### config.mk
export PLATFORM = sky130hd
export DESIGN_NAME = fetch_queue
export DESIGN_NICKNAME = d
export VERILOG_FILES = /design/src/rtl/fetch_queue.sv
export SDC_FILE = /design/constraint.sdc
export NUM_CORES = 1
export LEC_CHECK = 0
export ABC_AREA = 1
export CORE_MARGIN = 1.5
export CORE_UTILIZATION = 60
export DETAILED_ROUTE_END_ITERATION = 16
export PLACE_DENSITY = 0.84
export SYNTH_ARGS = -nofsm -noshare
export SYNTH_HDL_FRONTEND = slang
export SYNTH_SLANG_ARGS = --single-unit
export TNS_END_PERCENT = 1
### constraint.sdc
create_clock -name clk_i -period 15.57 [get_ports clk_i]
set_input_delay 3.114 -clock clk_i [delete_from_list [all_inputs] [get_ports clk_i]]
set_output_delay 3.114 -clock clk_i [all_outputs]
set_load 0.02 [all_outputs]
### src/rtl/fetch_queue.sv
// fetch_queue: sequential instruction fetch with a DEPTH-entry prefetch queue.
// Issues word fetches over req/gnt/rvalid, buffers {instr, pc, fault} and
// hands the head to decode with valid/ready. Redirects flush everything and
// drop responses still in flight.
// Optional feature macro: FETCH_MISALIGN_TRAP_EN (misaligned redirect target
// yields one fault entry and halts fetch until the next redirect).
module fetch_queue #(
  parameter int unsigned DEPTH    = 4,
  parameter logic [31:0] RESET_PC = 32'h0000_0000
) (
  input  logic        clk_i,
  input  logic        rst_i,
  output logic        imem_req_o,
  output logic [31:0] imem_addr_o,
  input  logic        imem_gnt_i,
  input  logic        imem_rvalid_i,
  input  logic [31:0] imem_rdata_i,
  input  logic        redirect_i,
  input  logic [31:0] redirect_pc_i,
  output logic        instr_valid_o,
  input  logic        instr_ready_i,
  output logic [31:0] instr_o,
  output logic [31:0] pc_o,
  output logic [31:0] pc_plus4_o,
  output logic        fault_o
);
  localparam int unsigned PW = $clog2(DEPTH);
  localparam int unsigned CW = PW + 1;
  // Dropped responses can pile up across back-to-back redirects with a slow
  // memory, so the discard counter is much wider than the credit counters.
  localparam int unsigned DW = 16;
  localparam logic [CW:0] CAP = (CW+1)'(DEPTH);

  logic [31:0]   fpc;       // next fetch address
  logic [31:0]   rpc;       // pc of the next live response
  logic [31:0]   instr_q [DEPTH];
  logic [31:0]   pc_q    [DEPTH];
  logic [PW-1:0] rd_ptr, wr_ptr;
  logic [CW-1:0] count;
  logic [CW-1:0] out_cnt;   // live requests in flight (their data is kept)
  logic [DW-1:0] disc_cnt;  // requests in flight whose data must be dropped

  logic          halted;
  logic          fault_pend;
  logic [31:0]   target;

  logic [CW:0]   used;
  logic          req, gnt, rsp, drop, push_rsp, push, pop;
  logic [CW-1:0] out_acc;
  logic [DW-1:0] disc_acc;

`ifdef FETCH_MISALIGN_TRAP_EN
  logic             misalign;
  logic [DEPTH-1:0] fault_q;

  assign target   = redirect_pc_i;
  assign misalign = |redirect_pc_i[1:0];
  assign fault_o  = fault_q[rd_ptr];

  // Halt/fault-entry control: a misaligned target halts fetch and queues one
  // fault entry in the cycle after the redirect.
  always_ff @(posedge clk_i) begin
    if (rst_i) begin
      halted     <= 1'b0;
      fault_pend <= 1'b0;
      fault_q    <= '0;
    end else if (redirect_i) begin
      halted     <= misalign;
      fault_pend <= misalign;
    end else begin
      fault_pend <= 1'b0;
      if (push) fault_q[wr_ptr] <= fault_pend;
    end
  end
`else
  // Low target bits are simply ignored; fetch stays word aligned.
  assign target     = redirect_pc_i & 32'hFFFF_FFFC;
  assign halted     = 1'b0;
  assign fault_pend = 1'b0;
  assign fault_o    = 1'b0;
`endif

  // Credit: queued entries plus live fetches never exceed DEPTH, so a live
  // response always finds a free slot.
  assign used     = {1'b0, count} + {1'b0, out_cnt};
  assign req      = !rst_i && !redirect_i && !halted && (used < CAP);
  assign gnt      = req && imem_gnt_i;
  // A response with nothing in flight is a protocol error and is ignored.
  assign rsp      = imem_rvalid_i && ((out_cnt != '0) || (disc_cnt != '0));
  assign drop     = rsp && (disc_cnt != '0);
  assign push_rsp = rsp && (disc_cnt == '0);
  assign push     = push_rsp || fault_pend;
  assign pop      = instr_valid_o && instr_ready_i;

  assign out_acc  = out_cnt + CW'(gnt) - CW'(push_rsp);
  assign disc_acc = disc_cnt - DW'(drop);

  assign imem_req_o    = req;
  assign imem_addr_o   = fpc;
  assign instr_valid_o = (count != '0);
  assign instr_o       = instr_q[rd_ptr];
  assign pc_o          = pc_q[rd_ptr];
  assign pc_plus4_o    = pc_o + 32'd4;

  // Control state: fetch pc, response pc, pointers and the three counters.
  always_ff @(posedge clk_i) begin
    if (rst_i) begin
      fpc      <= RESET_PC;
      rpc      <= RESET_PC;
      rd_ptr   <= '0;
      wr_ptr   <= '0;
      count    <= '0;
      out_cnt  <= '0;
      disc_cnt <= '0;
    end else if (redirect_i) begin
      // Everything still in flight belongs to the old path: move it all to
      // the discard count after this cycle's response has been accounted.
      fpc      <= target;
      rpc      <= target;
      rd_ptr   <= '0;
      wr_ptr   <= '0;
      count    <= '0;
      out_cnt  <= '0;
      disc_cnt <= disc_acc + DW'(out_acc);
    end else begin
      if (gnt)      fpc    <= fpc + 32'd4;
      if (push_rsp) rpc    <= rpc + 32'd4;
      if (push)     wr_ptr <= wr_ptr + PW'(1);
      if (pop)      rd_ptr <= rd_ptr + PW'(1);
      count    <= count + CW'(push) - CW'(pop);
      out_cnt  <= out_acc;
      disc_cnt <= disc_acc;
    end
  end

  // Queue storage; a fault entry carries a zero instruction word.
  always_ff @(posedge clk_i) begin
    if (rst_i) begin
      for (int i = 0; i < DEPTH; i++) begin
        instr_q[i] <= '0;
        pc_q[i]    <= '0;
      end
    end else if (!redirect_i && push) begin
      instr_q[wr_ptr] <= push_rsp ? imem_rdata_i : 32'h0;
      pc_q[wr_ptr]    <= rpc;
    end
  end

  // Every response must match a request still in flight.
  always_ff @(posedge clk_i) begin
    if (!rst_i) assert (!imem_rvalid_i || (out_cnt != '0) || (disc_cnt != '0));
  end
endmodule

==> results.py <==
metrics = {
    "cells_and_area": {
        "final_util": 0.713,
        "area_growth_pct": 17.4,
        "antennaDiodeCount": 0,
        "final_common_cell": "nand2_1",
        "stdcell_count": 2671,
        "nNetsFinal": 2344,
        "layout_common_cells": "408 x nand2_1, 337 x nor2_1, 248 x edfxtp_1, 215 x inv_1, 191 x clkdlybuf4s50_1",
        "drive_gt1_frac": 0.0929,
    },
    "yosys": {
        "ys_types": 52,
        "synthArstFlopShare": 0,
        "synth_area_um2": 17900,
        "yosys_warnings": 0,
        "yosys-top-cells-area": "edfxtp_1 41%, dfxtp_1 9.8%, nand2_1 8.6%, nor2_1 7.0%, inv_1 4.5%",
        "synth_cells": 2114,
        "synth_edf_count": 248,
        "avgSynthCellArea_um2": 8.49,
        "synth-seq-cells": 336,
        "yosys.area.top_type": "edfxtp_1",
        "ys.flop_type": "edfxtp_1",
        "seq_area_frac_synth": 0.513,
        "synth_top_area_share": 0.415,
    },
    "route": {
        "dr.pass1.iters": 6,
        "drtIter0Drc": 1497,
        "vias": 15402,
        "wl_mm": 46.3,
        "drc_errors": 0,
        "wl_per_cell_um": 17.3,
        "antenna_left": 0,
        "vias_per_cell": 5.77,
    },
    "timing": {
        "max_slew.worst_pin.slew_ns": 1.12,
        "rsz0062_at_grt": "false",
        "drv_slew": 0,
        "maxSlewHeadroom": 0.248,
        "setup-violations-final": 0,
        "fin_setup_tns_ns": 0,
        "whs_ns": 0.474,
        "skew_ns": 0.0146,
        "fmax_mhz": 113,
        "min_period_over_period": 0.567,
        "hold_viol": 0,
        "min_period_ns": 8.82,
    },
    "grt": {
        "antenna_found_initial": 0,
        "grt_pass1_wl_mm": 73.2,
        "grt_max_degree": 96,
        "grt_util_all_layers": 0.296,
        "grt_overflow_total": 0,
        "grt_pass1_vias": 14829,
    },
    "placement": {
        "gp_congestion": 0.938,
        "dp_hpwl_mm": 29.8,
        "place_inst": 2610,
        "port_buffers": 191,
    },
    "floorplanning": {
        "die_h_um": 176,
        "io_pins": 201,
        "core_um2": 29600,
        "rows": 63,
        "die_x_um": 176,
        "start_util": 0.607,
        "die_area_um2": 31000,
    },
    "critical_path": {
        "worstPathArrival_ns": 5.71,
        "crit_path_max_incr_delay_ns": 0.66,
        "slowest_stage": "clkdlybuf4s50_1",
        "startpoint_type": "primary input",
        "end_kind": "output port",
        "crit_required_ns": 12.46,
        "path_cells": "clkdlybuf4s50_1 > buf_4 > clkinv_1 > buf_4 > nand2_2 > nor3_4 > clkdlybuf4s50_1",
        "critPathKind": "in2out",
        "cp_max_fo": 39,
    },
    "clocking": {
        "cts_buffers": 35,
        "htreeDepth": 2,
        "cts_root_buf": "clkbuf_16",
        "ctsResizeCount": 0,
        "cts_tree": "done",
        "insertion_delay_ns": 0.52,
        "holdBufCountCts": 0,
        "path_clk_slew_ns": 0.06,
        "cts_num_sinks": 336,
        "cts.path.max_buffers": 3,
        "postCtsSetupBuffers": 0,
    },
    "power": {
        "cellLeakagePower_nw": 8.09,
        "p_per_area_nw_per_um2": 103,
        "power_w": 0.00217,
        "ir_worst_vdd_v": 0.000117,
    },
    "status": {
        "status": "finished, final reports clean",
    },
    "hold_path": {
        "hp-class": "reg2reg",
    },
    "run": {
        "maxCapViolCount": 0,
    },
}
-- synthesized netlist by cell type (15+ instances only) --
cell	instances
o22ai_1	36
nor3_1	99
a21oi_1	48
nor3_2	45
nand2_2	21
xor2_1	42
buf_2	31
dfxtp_1	88
o21ai_1	15
nand4_1	23
inv_1	215
o21ai_0	137
edfxtp_1	248
nor2_2	21
nand3_1	99
inv_2	16
nand2_1	411
clkbuf_1	52
nor2_1	337
-- state kept, by name, summed over array words and instances (netlist names), named ones only --
signal / count
disc_cnt: 16
pc_q: 120
wr_ptr: 2
instr_q: 128
rd_ptr: 2
rpc: 30
imem_addr_o: 30
out_cnt: 3
count: 3
-- logic make-up (layout without fill, tap and decap cells) --
kind of cell | Yosys count | after routing | share of synthesized area
buf+inv | 341 | 502 | 0.0800
compound gates | 274 | 274 | 0.0838
fa+ha+maj | 17 | 17 | 0.0131
flops | 336 | 336 | 0.513
mux | 3 | 3 | 0.00258
other cells | 1 | 7 | 0.000209
xor+xnor | 45 | 45 | 0.0220
simple gates | 1097 | 1097 | 0.285
-- worst max-delay path: cells and delay by family --
family / cells / cell delay [ns]
buffers and inverters: 5 / 1.87
and+or+nand+nor: 2 / 0.69
-- metal layers --
| layer | global-route usage | part of all wire |
|---|---|---|
| met5 | 0 | 0 |
| met4 | 0.101 | 0.026 |
| met3 | 0.0385 | 0.085 |
| met2 | 0.510 | 0.48 |
| met1 | 0.388 | 0.41 |
-- layout make-up --
| class | count | area (um2) |
|---|---|---|
| fill | 2256 | 8490 |
| inverter | 234 | 885 |
| multi-input combinational | 1443 | 7370 |
| tap | 390 | 488 |
| timing repair buffer | 207 | 2030 |
| clock buffer | 47 | 952 |
| sequential | 336 | 9210 |
| clock inverter | 14 | 128 |
-- where the power goes --
part	internal [W]	switching, W	total, W
sequential	0.00100	0.0000306	0.00103
clock	0.000464	0.000341	0.000805
combinational	0.000116	0.000213	0.000329
total	0.00158	0.000585	0.00217
-- path summary, 6_finish.rpt --
kind | start | end | slack, ns | depth (start not counted)
hold / removal | rd_ptr[1]$_SDFFE_PP0P_ | flip-flop | 0.47 | 2
setup reg to reg | disc_cnt[10]$_SDFF_PP0_ | disc_cnt[14]$_SDFF_PP0_ | 11.26 | 21
setup / recovery | rst_i | imem_req_o | 6.75 | 7
hold reg to reg | rd_ptr[1]$_SDFFE_PP0P_ | flip-flop | 0.47 | 2
-- metrics by stage --
stage	instance area [um2]	setup WS [ns]
detailed placement	20000	6.78
floorplan	18000	6.54
global route	21100	6.68
global placement	20000	6.81
CTS	21100	6.78
finish	21100	6.75
Note: power is estimated with default switching activity, not from simulation.
